$ cat src/rtl/my_video_filter_pkg.sv
// rtl/my_video_filter_pkg.sv - shared width, signedness and saturation-limit helpers
package my_video_filter_pkg;

    // Wide enough for any limit value the multiplier can be configured to need.
    localparam int LIM_W = 256;

    function automatic int prod_width(input int a_w, input int b_w);
        return a_w + b_w;
    endfunction

    function automatic bit result_signed(input bit a_signed, input bit b_signed);
        return a_signed || b_signed;
    endfunction

    function automatic logic signed [LIM_W-1:0] dout_max(input int w, input bit sgn);
        logic signed [LIM_W-1:0] one;
        one = LIM_W'(1);
        return sgn ? (one <<< (w - 1)) - one : (one <<< w) - one;
    endfunction

    function automatic logic signed [LIM_W-1:0] dout_min(input int w, input bit sgn);
        logic signed [LIM_W-1:0] one;
        one = LIM_W'(1);
        return sgn ? -(one <<< (w - 1)) : LIM_W'(0);
    endfunction

endpackage

$ cat src/rtl/my_video_filter_mul_pipe_stage.sv
// rtl/my_video_filter_mul_pipe_stage.sv - one pipeline rank: valid bit, data register, load control
module my_video_filter_mul_pipe_stage #(
    parameter int W = 1
) (
    input  logic         clk,
    input  logic         rst_n,
    input  logic         up_valid,
    input  logic [W-1:0] up_data,
    input  logic         load_next,
    output logic         valid,
    output logic [W-1:0] data
);

    logic load;

    // An empty rank always loads, which is what collapses bubbles.
    assign load = ~valid | load_next;

    always_ff @(posedge clk or negedge rst_n) begin
        if (!rst_n) begin
            valid <= 1'b0;
            data  <= '0;
        end else if (load) begin
            valid <= up_valid;
            if (up_valid) begin
                data <= up_data;
            end
        end
    end

endmodule

$ cat src/rtl/my_video_filter_mul_pipe.sv
// rtl/my_video_filter_mul_pipe.sv - pipelined signed/unsigned multiplier with round, shift, saturate
module my_video_filter_mul_pipe
    import my_video_filter_pkg::*;
#(
    parameter int A_W       = 16,
    parameter int B_W       = 16,
    parameter bit A_SIGNED  = 1'b0,
    parameter bit B_SIGNED  = 1'b0,
    parameter int NUM_STAGE = 3,
    parameter int SHIFT     = 0,
    parameter bit ROUND     = 1'b0,
    parameter bit SAT       = 1'b0,
    parameter int DOUT_W    = 32,
    parameter int USER_W    = 2
) (
    input  logic              ap_clk,
    input  logic              ap_rst_n,
    input  logic              in_valid,
    output logic              in_ready,
    input  logic [A_W-1:0]    in_a,
    input  logic [B_W-1:0]    in_b,
    input  logic [USER_W-1:0] in_user,
    output logic              out_valid,
    input  logic              out_ready,
    output logic [DOUT_W-1:0] out_p,
    output logic              out_sat,
    output logic [USER_W-1:0] out_user
);

    localparam int P_W    = prod_width(A_W, B_W);
    localparam bit RES_S  = result_signed(A_SIGNED, B_SIGNED);
    // Two guard bits: one for the rounding carry, one so unsigned values stay positive.
    localparam int X_W    = P_W + 2;
    localparam int D_W    = 1 + DOUT_W + USER_W;
    localparam int RND_SH = (SHIFT > 0) ? SHIFT - 1 : 0;

    localparam logic signed [X_W-1:0] RND     = (ROUND && SHIFT > 0) ? (X_W'(1) <<< RND_SH) : X_W'(0);
    localparam logic signed [X_W-1:0] LIM_MAX = X_W'(dout_max(DOUT_W, RES_S));
    localparam logic signed [X_W-1:0] LIM_MIN = X_W'(dout_min(DOUT_W, RES_S));

    logic signed [X_W-1:0] a_x;
    logic signed [X_W-1:0] b_x;
    logic signed [X_W-1:0] prod;
    logic signed [X_W-1:0] q;
    logic [DOUT_W-1:0]     p_res;
    logic                  sat_res;

    always_comb begin
        if (A_SIGNED) a_x = X_W'($signed(in_a));
        else          a_x = X_W'({1'b0, in_a});
        if (B_SIGNED) b_x = X_W'($signed(in_b));
        else          b_x = X_W'({1'b0, in_b});

        prod    = a_x * b_x;
        q       = (prod + RND) >>> SHIFT;
        p_res   = q[DOUT_W-1:0];
        sat_res = 1'b0;

        if (SAT) begin
            if (q > LIM_MAX) begin
                p_res   = LIM_MAX[DOUT_W-1:0];
                sat_res = 1'b1;
            end else if (q < LIM_MIN) begin
                p_res   = LIM_MIN[DOUT_W-1:0];
                sat_res = 1'b1;
            end
        end
    end

    // Index 0 is the upstream port; index k is rank k.
    logic [NUM_STAGE:0] rank_v;
    logic [D_W-1:0]     rank_data [NUM_STAGE+1];
    logic [NUM_STAGE:1] load_next;
    logic               load_first;

    assign rank_v[0]    = in_valid;
    assign rank_data[0] = {sat_res, p_res, in_user};

    // Unrolled form of load[k] = !v[k] || load[k+1]: a rank's successor can take
    // data unless every rank from there to the output is full and stalled.
    always_comb begin
        logic full;
        full = 1'b1;
        for (int k = NUM_STAGE; k >= 1; k--) begin
            load_next[k] = out_ready | ~full;
            full         = full & rank_v[k];
        end
        load_first = out_ready | ~full;
    end

    for (genvar k = 1; k <= NUM_STAGE; k++) begin : g_rank
        my_video_filter_mul_pipe_stage #(
            .W(D_W)
        ) u_rank (
            .clk      (ap_clk),
            .rst_n    (ap_rst_n),
            .up_valid (rank_v[k-1]),
            .up_data  (rank_data[k-1]),
            .load_next(load_next[k]),
            .valid    (rank_v[k]),
            .data     (rank_data[k])
        );
    end

    assign in_ready                     = ap_rst_n & load_first;
    assign out_valid                    = rank_v[NUM_STAGE];
    assign {out_sat, out_p, out_user}   = rank_data[NUM_STAGE];

endmodule

$ cat config.mk
export PLATFORM = sky130hd
export DESIGN_NAME = my_video_filter_mul_pipe
export DESIGN_NICKNAME = d
export VERILOG_FILES = /design/src/rtl/my_video_filter_pkg.sv /design/src/rtl/my_video_filter_mul_pipe_stage.sv /design/src/rtl/my_video_filter_mul_pipe.sv
export SDC_FILE = /design/constraint.sdc
export NUM_CORES = 1
export LEC_CHECK = 0
export BUFFER_PORTS_ARGS = -buffer_cell sky130_fd_sc_hd__buf_2
export CAP_MARGIN = 30
export CORE_UTILIZATION = 60
export CTS_BUF_LIST = sky130_fd_sc_hd__clkbuf_4 sky130_fd_sc_hd__clkbuf_8 sky130_fd_sc_hd__clkbuf_16
export CTS_CLUSTER_SIZE = 14
export DETAILED_ROUTE_END_ITERATION = 16
export PLACE_DENSITY = 0.8
export REMOVE_ABC_BUFFERS = 1
export SYNTH_ARGS = -nofsm -noshare
export SYNTH_HDL_FRONTEND = slang
export SYNTH_HIERARCHICAL = 1
export SYNTH_SLANG_ARGS = --single-unit
$ cat constraint.sdc
create_clock -name ap_clk -period 4.1 [get_ports ap_clk]
set_input_delay 0 -clock ap_clk [delete_from_list [all_inputs] [get_ports ap_clk]]
set_output_delay 0 -clock ap_clk [all_outputs]
set_load 0.1 [all_outputs]
==> impl_results.md, run 1 <==
- Avg Inst Size Synth: 10.67 um^2
- Library cell occupying the most area in the post-synthesis netlist: fa_1
- Proportion of netlist area held by the largest area contributor: 29.83%
- Count of endpoints failing hold in the final timing report: 0
- Global-route wire length before repair: 52070 um
- HPWL Detailed: 22920 um
- Launch instance of the worst min-delay path: out_ready
- Root cell of the clock tree: clkbuf_16
- Number of global-route vias before repair: 10610
- Type of the setup path with the least slack: in2reg
- All-Layer GR Usage: 30.21%
- Antenna fix cells: 0
- Area of the core: 21150 um^2
- Post-synthesis xor/xnor area fraction: 1.884%
- Min-delay worst type: in2reg
- I/O Buffers: 74
- Post-layout util: 76.06%
- Portion of the post-synthesis area used by sequential elements: 20.76%
- Worst setup path startpoint: in_b[7]
- Num rows: 53
- Final estimated routing congestion in global placement: 0.8755
- Post-synthesis register bit count: 108
- Total gr overflow: 0
- Relative slew slack: 46.39%
- Number of routed nets with antenna violations: 0
- Clock network latency to the later pin of the worst-skew pair: 0.35 ns
- Time the final worst path needs with I/O delays and setup: 5.506 ns
- # H-tree levels: 3
- Post-synthesis share of cell area spent on and, or, nand and nor gates: 13.02%
- Final Cycle Share: 134.3%
- Die width: 149.3 um
- Count of different cell masters after synthesis: 50
- Highest-count cells in the layout ignoring fill and taps: inv_1, fa_1, nand2_1, buf_4, and2_1
- Avg WL per Cell: 20.78 um
- Maximum fanout along the worst path: 6
- Count of synthesis-stage warnings from yosys: 6
- Worst-case clock skew: 0.01057 ns
- Commonest register cell after synthesis: dfrtp_1
- Synthesis-to-finish area growth: 23.57%
- Data required time at the worst endpoint: 4.39 ns
- Clock tree from TritonCTS: done
- Iteration-0 DRC Markers: 636
- Number of enable flip-flop cells after synthesis: 0
- Violated checks: negative setup slack
- Worst slew pin tran: 0.8041 ns
- Ratio of cells with drive above 1 in the final layout: 34.05%
- Peak clock frequency supported by timing: 181.6 MHz
- Top area cells in the synthesized netlist: fa_1, dfrtp_1, mux2_4, ha_1, inv_1
- Area enclosed by the die boundary: 22290 um^2
- Post-detailed-route DRC marker count: 0
- Critical path capture point type: register
- Worst-case setup margin in the final layout: -1.406 ns
- Number of setup violations in the final report: 23
- Largest family of logic cells by synthesized area: adder cells
- Share of cell area taken by muxes after synthesis: 11.76%
- Synthesized-area fraction occupied by adder cells: 39.82%
- Avg Vias per Cell: 5.769
- Post-placement setup slack: -1.552 ns
- RSZ-0062 raised after global routing: true
- Via count: 9888
- Run status: finished with violations
- Clock-pin slew reported for the worst setup and hold paths after clock tree synthesis: 0.07 ns
- Cell area after technology mapping: 13020 um^2
- Vert. Die Dim: 149.3 um
- Initial core utilization: 61.55%
- Post-Synthesis Cells: 1220
- Number of antenna violations at the first check in global routing: 0
- Crit path DAT: 5.79 ns
- Number of maximum-capacitance constraint violations: 0
- Total number of nets in the final design: 1771
- Routed WL: 35620 um
- Number of buffers added by the clock tree synthesis step: 9
- Worst R2R Start: g_rank[2].u_rank/valid$_DFFE_PN0P_
- Count of boundary I/O pins: 75
- Maximum number of pins on one net before global-route repair: 66
- Most common cell after layout, fill and taps aside: inv_1
- Complex-gate fraction of the synthesized area: 3.700%
- Number of sinks on the clock net: 108
- Fraction of registers with async set or reset after synthesis: 100.0%
- Setup crit start kind: primary input
- CTS max path bufs: 2
- Iteration count of the initial detailed-routing pass: 5
- Count of pins over their slew limit: 0
cells in the mapped netlist, types with 3 or more instances:
| cell type | instances |
|---|---|
| ha_1 | 104 |
| a21o_1 | 4 |
| o21bai_1 | 3 |
| nand2_4 | 3 |
| xnor2_1 | 18 |
| nor3_1 | 3 |
| clkbuf_1 | 32 |
| or2b_1 | 3 |
| nand2_1 | 157 |
| nor2_1 | 15 |
| a21oi_1 | 24 |
| buf_12 | 9 |
| nand2b_4 | 3 |
| o21ai_0 | 14 |
| mux2_4 | 90 |
| nor2b_1 | 4 |
| o211ai_1 | 3 |
| a31oi_1 | 4 |
| nand3_1 | 8 |
| nand2b_1 | 4 |
| dfrtp_1 | 108 |
| xor2_1 | 10 |
| mux2_2 | 16 |
| fa_1 | 194 |
| and2_1 | 125 |
| inv_1 | 233 |
through the flow:
stage,area [um^2],std cells,TNS (ns),hold WS [ns]
after detailed placement,14570,1667,-29.11,0.03445
after global placement,14570,1667,-27.42,0.02999
final,16090,1714,-23.09,0.09320
after CTS,15680,1701,-15.56,0.07730
after floorplan,12720,1179,-15.83,-0.2956
after global routing,16090,1714,-25.38,0.1044
area by class of cell:
type	count	area [um^2]
multi-input combinational	838	9824
fill	1229	5065
sequential	108	2703
timing repair buffer	245	2056
inverter	233	874.6
tap	275	344.1
clock buffer	12	266.5
clock inverter	3	21.27
critical path, stage by stage:
cell	delay, ns
buf_4	0.14
buf_4	0.16
nand2_1	0.10
fa_1	0.57
inv_1	0.10
fa_1	0.45
inv_1	0.09
fa_2	0.44
inv_2	0.07
fa_1	0.42
fa_1	0.54
inv_1	0.06
fa_1	0.49
inv_2	0.06
ha_4	0.31
nand2_4	0.07
nor3_4	0.24
buf_4	0.19
o211ai_1	0.16
a31oi_4	0.26
nor4_4	0.10
or4_1	0.51
nand3b_1	0.10
mux2_4	0.14
per-layer routing:
metal | share of wire (%) | wire [um] | track usage [%]
met4 | 5.8 | 2069 | 12.76
met5 | 0 | 0 | 0
met3 | 6.3 | 2237 | 3.303
met2 | 52 | 18640 | 54.79
met1 | 36 | 12670 | 36.34
path summary, 6_finish.rpt:
path | endpoint | depth (start not counted) | slack, ns
worst max register to register | g_rank[1].u_rank/data[32]$_DFFE_PN0P_ | 4 | 2.19
worst min register to register | g_rank[3].u_rank/data[33]$_DFFE_PN0P_ | 1 | 0.50
worst max-delay path | g_rank[1].u_rank/data[30]$_DFFE_PN0P_ | 24 | -1.41
worst min-delay path | g_rank[3].u_rank/valid$_DFFE_PN0P_ | 3 | 0.09
min in group asynchronous | g_rank[2].u_rank/data[28]$_DFFE_PN0P_ | 2 | 0.20
max in group asynchronous | g_rank[3].u_rank/data[5]$_DFFE_PN0P_ | 3 | 2.67
cells by family (layout without fill, tap and decap cells):
family	Yosys count	count (layout)
other	1	1
adder cells (fa/ha/maj)	298	298
flip-flops	108	108
buffers and inverters	274	493
AND/OR/NAND/NOR	334	334
XOR/XNOR	28	28
AO/OA/AOI/OAI	71	71
multiplexers	106	106
flip-flops by register name, summed over array words and instances, names as in the netlist:
name / cells
g_rank.u_rank/valid: 3
g_rank.u_rank/data: 105
repair_timing:
item	in CTS	in global routing
setup buffers	15	19
gates resized for setup	159	77
pin swaps	56	69
hold buffers	4	0
endpoints found under the setup margin	24	24
endpoints found under the hold margin	46	0
cloned	1	0
Power of run 1 is left out: the tool's default activity adds up to more than one toggle a clock period on the data nets, which glitch-free logic cannot reach.
==> run 2: changes to the inputs <==
SETUP_SLACK_MARGIN = 0.4   (was unset)
clock period = 7.1 ns   (was 4.1 ns; I/O delays follow)
==> run 2 against run 1 <==
Effect of this change: the run now ends clean; critical path depth shrank 4; critical endpoint is now g_rank[1].u_rank/data[33]$_DFFE_PN0P_; wire length shrank 27%; final area is 14% lower; via count is 15% lower; flip-flop and latch count unchanged; global-route usage down 4.7 points; hold slack worse by 0.021 ns; non-clock buffer count down 166; count of clock-buffer cells in the layout decreased by 1.
==> impl_results.md, run 2 (same netlist as run 1, synthesis figures left out) <==
- Hold path cells: 3
- Area of the core: 21150 um^2
- Num rows: 53
- Number of antenna violations at the first check in global routing: 0
- Count of boundary I/O pins: 75
- Number of routed nets with antenna violations: 0
- Ratio of cells with drive above 1 in the final layout: 16.72%
- Worst-case clock skew: 0.007227 ns
- Global-route wire length before repair: 44330 um
- Setup crit start kind: primary input
- Number of flip-flops in the largest register: 105
- Routed WL: 26070 um
- Total setup buffers inserted after CTS: 0
- Avg WL per Cell: 16.83 um
- Count of pins over their slew limit: 0
- Biggest regs: g_rank.u_rank/data x105, g_rank.u_rank/valid x3
- Number of buffers added by the clock tree synthesis step: 9
- Final estimated routing congestion in global placement: 0.8736
- Clock network latency to the later pin of the worst-skew pair: 0.34 ns
- Register name with the most flops: g_rank.u_rank/data
- CTS max path bufs: 2
- Post-detailed-route DRC marker count: 0
- Die width: 149.3 um
- Antenna fix cells: 0
- Number of setup violations in the final report: 0
- Data required time at the worst endpoint: 7.33 ns
- I/O Buffers: 74
- Iteration count of the initial detailed-routing pass: 5
- RSZ-0062 raised after global routing: false
- Clock tree from TritonCTS: done
- Clock-pin slew reported for the worst setup and hold paths after clock tree synthesis: 0.07 ns
- Count of endpoints failing hold in the final timing report: 0
- Peak clock frequency supported by timing: 176.6 MHz
- Worst Reg2Reg Path Length in Cells: 4
- Worst slew pin tran: 0.7075 ns
- Time the final worst path needs with I/O delays and setup: 5.663 ns
- Number of maximum-capacitance constraint violations: 0
- Iteration-0 DRC Markers: 398
- HPWL Detailed: 20380 um
- Final Cycle Share: 79.76%
- Maximum number of pins on one net before global-route repair: 58
- Min-delay worst type: in2reg
- Root cell of the clock tree: clkbuf_16
- Avg Vias per Cell: 5.403
- # H-tree levels: 3
- Number of global-route vias before repair: 9042
- Area enclosed by the die boundary: 22290 um^2
- Run status: complete, no violations
- Most common cell after layout, fill and taps aside: inv_1
- Synthesis-to-finish area growth: 6.102%
- Crit path DAT: 5.90 ns
- Relative slew slack: 52.84%
- Final sum of negative setup slack: 0 ns
- Maximum fanout along the worst path: 16
- All-Layer GR Usage: 25.53%
- Total gr overflow: 0
- Vert. Die Dim: 149.3 um
- Type of the setup path with the least slack: in2reg
- Initial core utilization: 61.55%
- Critical path capture point type: register
- Total number of nets in the final design: 1605
- Via count: 8370
- Highest-count cells in the layout ignoring fill and taps: inv_1, fa_1, nand2_1, and2_1, dfrtp_1
- Number of sinks on the clock net: 108
run 2: cell count changes in the layout (fill, tap and decap cells not counted), moves of 11 or more:
cell and change:
inv_1 +15, buf_6 -41, and2_4 -12, nand2_1 +11, ha_4 -15, and2_1 +12
buf_2 +25, ha_1 +18, inv_2 -15, buf_4 -134
run 2: repair_timing:
action                    in CTS  in global routing
hold endpoints to repair      58                  0
hold buffers                   4                  0
resized for setup              0                  0
run 2: critical path: stages:
cell and delay [ns]:
buf_2 0.30, nand2_1 0.13, fa_1 0.54, fa_1 0.55, inv_1 0.06, fa_1 0.52
fa_1 0.48, fa_1 0.52, inv_1 0.05, fa_1 0.47, inv_1 0.04, ha_1 0.34
nand2_1 0.13, nor2_1 0.36, nand2_1 0.13, a2111oi_2 0.54, o2111a_1 0.25, o22ai_1 0.07
xnor2_1 0.13, mux2_2 0.26
run 2: per-layer routing:
metal | vias up | track usage (%) | wire length (um)
met5 | - | 0 | 0
met4 | 0 | 6.684 | 485
met3 | 38 | 2.446 | 926
met2 | 192 | 45.09 | 13610
met1 | 4295 | 33.63 | 11040
li1 | 3845 | - | -
run 2: cell type report:
cell class	instances	area, um^2
clock buffer	11	246.5
clock inverter	5	83.83
fill	1587	7340
inverter	233	874.6
multi-input combinational	838	9143
sequential	108	2703
tap	275	344.1
timing repair buffer	79	420.4
run 2: stage by stage:
stage	utilization (%)	hold slack (ns)	area (um^2)	worst slack [ns]	std cells
after global placement	63.55	0.09422	13440	1.318	1529
after global routing	65.30	0.08039	13810	1.158	1549
final	65.30	0.07251	13810	1.437	1549
after CTS	65.30	0.06288	13810	1.503	1549
after floorplan	-	-0.2956	12720	1.995	1179
after detailed placement	63.55	0.09620	13440	1.198	1529
run 2: path summary, 6_finish.rpt:
path / slack, ns / startpoint / end
min in group asynchronous: 0.24 / ap_rst_n / g_rank[3].u_rank/data[26]$_DFFE_PN0P_
max: 1.44 / in_a[15] / g_rank[1].u_rank/data[33]$_DFFE_PN0P_
max reg2reg: 5.27 / g_rank[2].u_rank/valid$_DFFE_PN0P_ / g_rank[1].u_rank/data[33]$_DFFE_PN0P_
min reg2reg: 0.50 / g_rank[3].u_rank/data[33]$_DFFE_PN0P_ / g_rank[3].u_rank/data[33]$_DFFE_PN0P_
max in group asynchronous: 5.72 / ap_rst_n / g_rank[1].u_rank/data[8]$_DFFE_PN0P_
min: 0.07 / out_ready / g_rank[3].u_rank/valid$_DFFE_PN0P_
Power of run 2 is left out for the same reason.
==> run 3: changes to the inputs <==
CORE_UTILIZATION = 58   (was 60)
clock period = 4.9 ns   (was 7.1 ns; I/O delays follow)
==> run 3 against run 2 <==
Effect of this change: the flow now finishes with violations (negative setup slack); via count increased by 16%; final area up 16%; critical path type unchanged; die area rose by 3.4%; wire length grew 33%; clock skew is 0.0084 ns higher; sequential share of layout area fell by 2.6 points; hold slack better by 0.018 ns; global-route usage increased by 0.95 points.
==> impl_results.md, run 3 (same netlist as run 1, synthesis figures left out) <==
- RSZ-0062 raised after global routing: true
- Data required time at the worst endpoint: 5.14 ns
- HPWL Detailed: 22430 um
- Worst-case clock skew: 0.01568 ns
- Initial core utilization: 59.48%
- Iteration count of the initial detailed-routing pass: 5
- Number of flip-flops in the largest register: 105
- Worst slew pin tran: 0.7177 ns
- Worst-case setup margin in the final layout: -0.4549 ns
- I/O Buffers: 74
- Final estimated routing congestion in global placement: 0.8598
- Register name with the most flops: g_rank.u_rank/data
- Via count: 9742
- Avg Vias per Cell: 5.707
- Avg WL per Cell: 20.26 um
- Setup crit start kind: primary input
- Area of the core: 21890 um^2
- Clock network latency to the later pin of the worst-skew pair: 0.36 ns
- Root cell of the clock tree: clkbuf_16
- CTS max path bufs: 2
- Area enclosed by the die boundary: 23050 um^2
- Num rows: 54
- Antenna fix cells: 0
- Run status: finished with violations
- Count of pins over their slew limit: 0
- Most common cell after layout, fill and taps aside: inv_1
- Vert. Die Dim: 151.8 um
- Peak clock frequency supported by timing: 186.7 MHz
- Relative slew slack: 52.11%
- Highest-count cells in the layout ignoring fill and taps: inv_1, fa_1, nand2_1, buf_4, and2_1
- Number of maximum-capacitance constraint violations: 0
- Filler Cell Count: 1386
- Final Cycle Share: 109.3%
- Number of setup violations in the final report: 17
- Count of boundary I/O pins: 75
- Time the final worst path needs with I/O delays and setup: 5.355 ns
- Maximum number of pins on one net before global-route repair: 82
- Min-delay worst type: in2reg
- Count of endpoints failing hold in the final timing report: 0
- Violated checks: negative setup slack
- Number of antenna violations at the first check in global routing: 0
- Synthesis-to-finish area growth: 22.72%
- Maximum fanout along the worst path: 6
- Total number of nets in the final design: 1758
- Hold path cells: 3
- Post-detailed-route DRC marker count: 0
- Critical path capture point type: register
- Routed WL: 34590 um
- Biggest regs: g_rank.u_rank/data x105, g_rank.u_rank/valid x3
- Total gr overflow: 0
- Iteration-0 DRC Markers: 624
- Worst Reg2Reg Path Length in Cells: 4
- Clock tree from TritonCTS: done
- Global-route wire length before repair: 49240 um
- Type of the setup path with the least slack: in2reg
- Ratio of cells with drive above 1 in the final layout: 33.85%
- All-Layer GR Usage: 26.48%
- Number of buffers added by the clock tree synthesis step: 9
- Clock-pin slew reported for the worst setup and hold paths after clock tree synthesis: 0.07 ns
- # H-tree levels: 3
- Hold_ws: 0.09054 ns
- Number of sinks on the clock net: 108
- Number of global-route vias before repair: 10040
- Crit path DAT: 5.59 ns
- Number of routed nets with antenna violations: 0
- Die width: 151.8 um
==> run 3: cell count changes in the layout (fill, tap and decap cells not counted), moves of 14 or more <==
cell     before  now
nand2_1     157  143
inv_2         0   14
buf_2        73   52
inv_1       233  219
buf_4         2  129
buf_6         0   34
==> run 3: path summary, 6_finish.rpt <==
check,start,end,slack [ns]
setup reg to reg,g_rank[2].u_rank/valid$_DFFE_PN0P_,g_rank[1].u_rank/data[33]$_DFFE_PN0P_,3.03
hold reg to reg,g_rank[3].u_rank/data[0]$_DFFE_PN0P_,g_rank[3].u_rank/data[0]$_DFFE_PN0P_,0.50
hold / removal,out_ready,g_rank[3].u_rank/valid$_DFFE_PN0P_,0.09
max in group asynchronous,ap_rst_n,g_rank[3].u_rank/data[14]$_DFFE_PN0P_,3.87
setup / recovery,in_a[6],g_rank[1].u_rank/data[33]$_DFFE_PN0P_,-0.45
min in group asynchronous,ap_rst_n,g_rank[2].u_rank/data[34]$_DFFE_PN0P_,0.11
==> run 3: cell type report <==
class | count | area [um^2] | area share, %
clock buffer | 11 | 252.7 | 1.582
timing repair buffer | 232 | 1879 | 11.76
multi-input combinational | 838 | 9858 | 61.70
clock inverter | 5 | 60.06 | 0.3759
sequential | 108 | 2703 | 16.91
inverter | 233 | 874.6 | 5.474
tap | 280 | 350.3 | 2.193
==> run 3: per-stage QoR <==
step / instances / util [%] / setup slack [ns] / instance area [um^2] / setup TNS, ns
floorplan: 1179 / - / -0.2045 / 12720 / -1.248
global placement: 1658 / 66.04 / -0.7007 / 14460 / -9.355
detailed placement: 1658 / 66.04 / -0.8448 / 14460 / -11.06
CTS: 1697 / 70.73 / -0.1674 / 15480 / -0.6051
global route: 1707 / 72.99 / -0.6158 / 15980 / -6.045
finish: 1707 / 72.99 / -0.4549 / 15980 / -3.808
==> run 3: routing by layer <==
layer | GRT usage, % | up-vias | routed length, um
met5 | 0 | - | 0
met4 | 7.857 | 0 | 1915
met3 | 3.223 | 169 | 2134
met2 | 46.10 | 468 | 17680
met1 | 34.73 | 4949 | 12860
li1 | - | 4156 | -
==> run 3: worst max-delay path: stages <==
cell	delay, ns
buf_8	0.11
buf_12	0.13
and2_4	0.13
fa_1	0.52
inv_2	0.04
fa_2	0.45
fa_2	0.64
inv_2	0.06
fa_2	0.53
fa_1	0.45
fa_1	0.56
ha_4	0.36
o21ai_4	0.07
o21ai_2	0.18
a21oi_2	0.11
a2111oi_4	0.38
buf_4	0.18
o2111a_1	0.22
o22ai_2	0.07
xnor2_1	0.13
mux2_2	0.26
==> run 3: repair_timing <==
item                                    in CTS  in global routing
pin swaps                                   58                 49
setup buffers                               19                  9
endpoints found under the setup margin      21                 21
hold buffers                                 4                  0
cloned                                       0                  0
hold endpoints to repair                    30                  0
resized for setup                          137                 85
Power of run 3 is left out for the same reason.
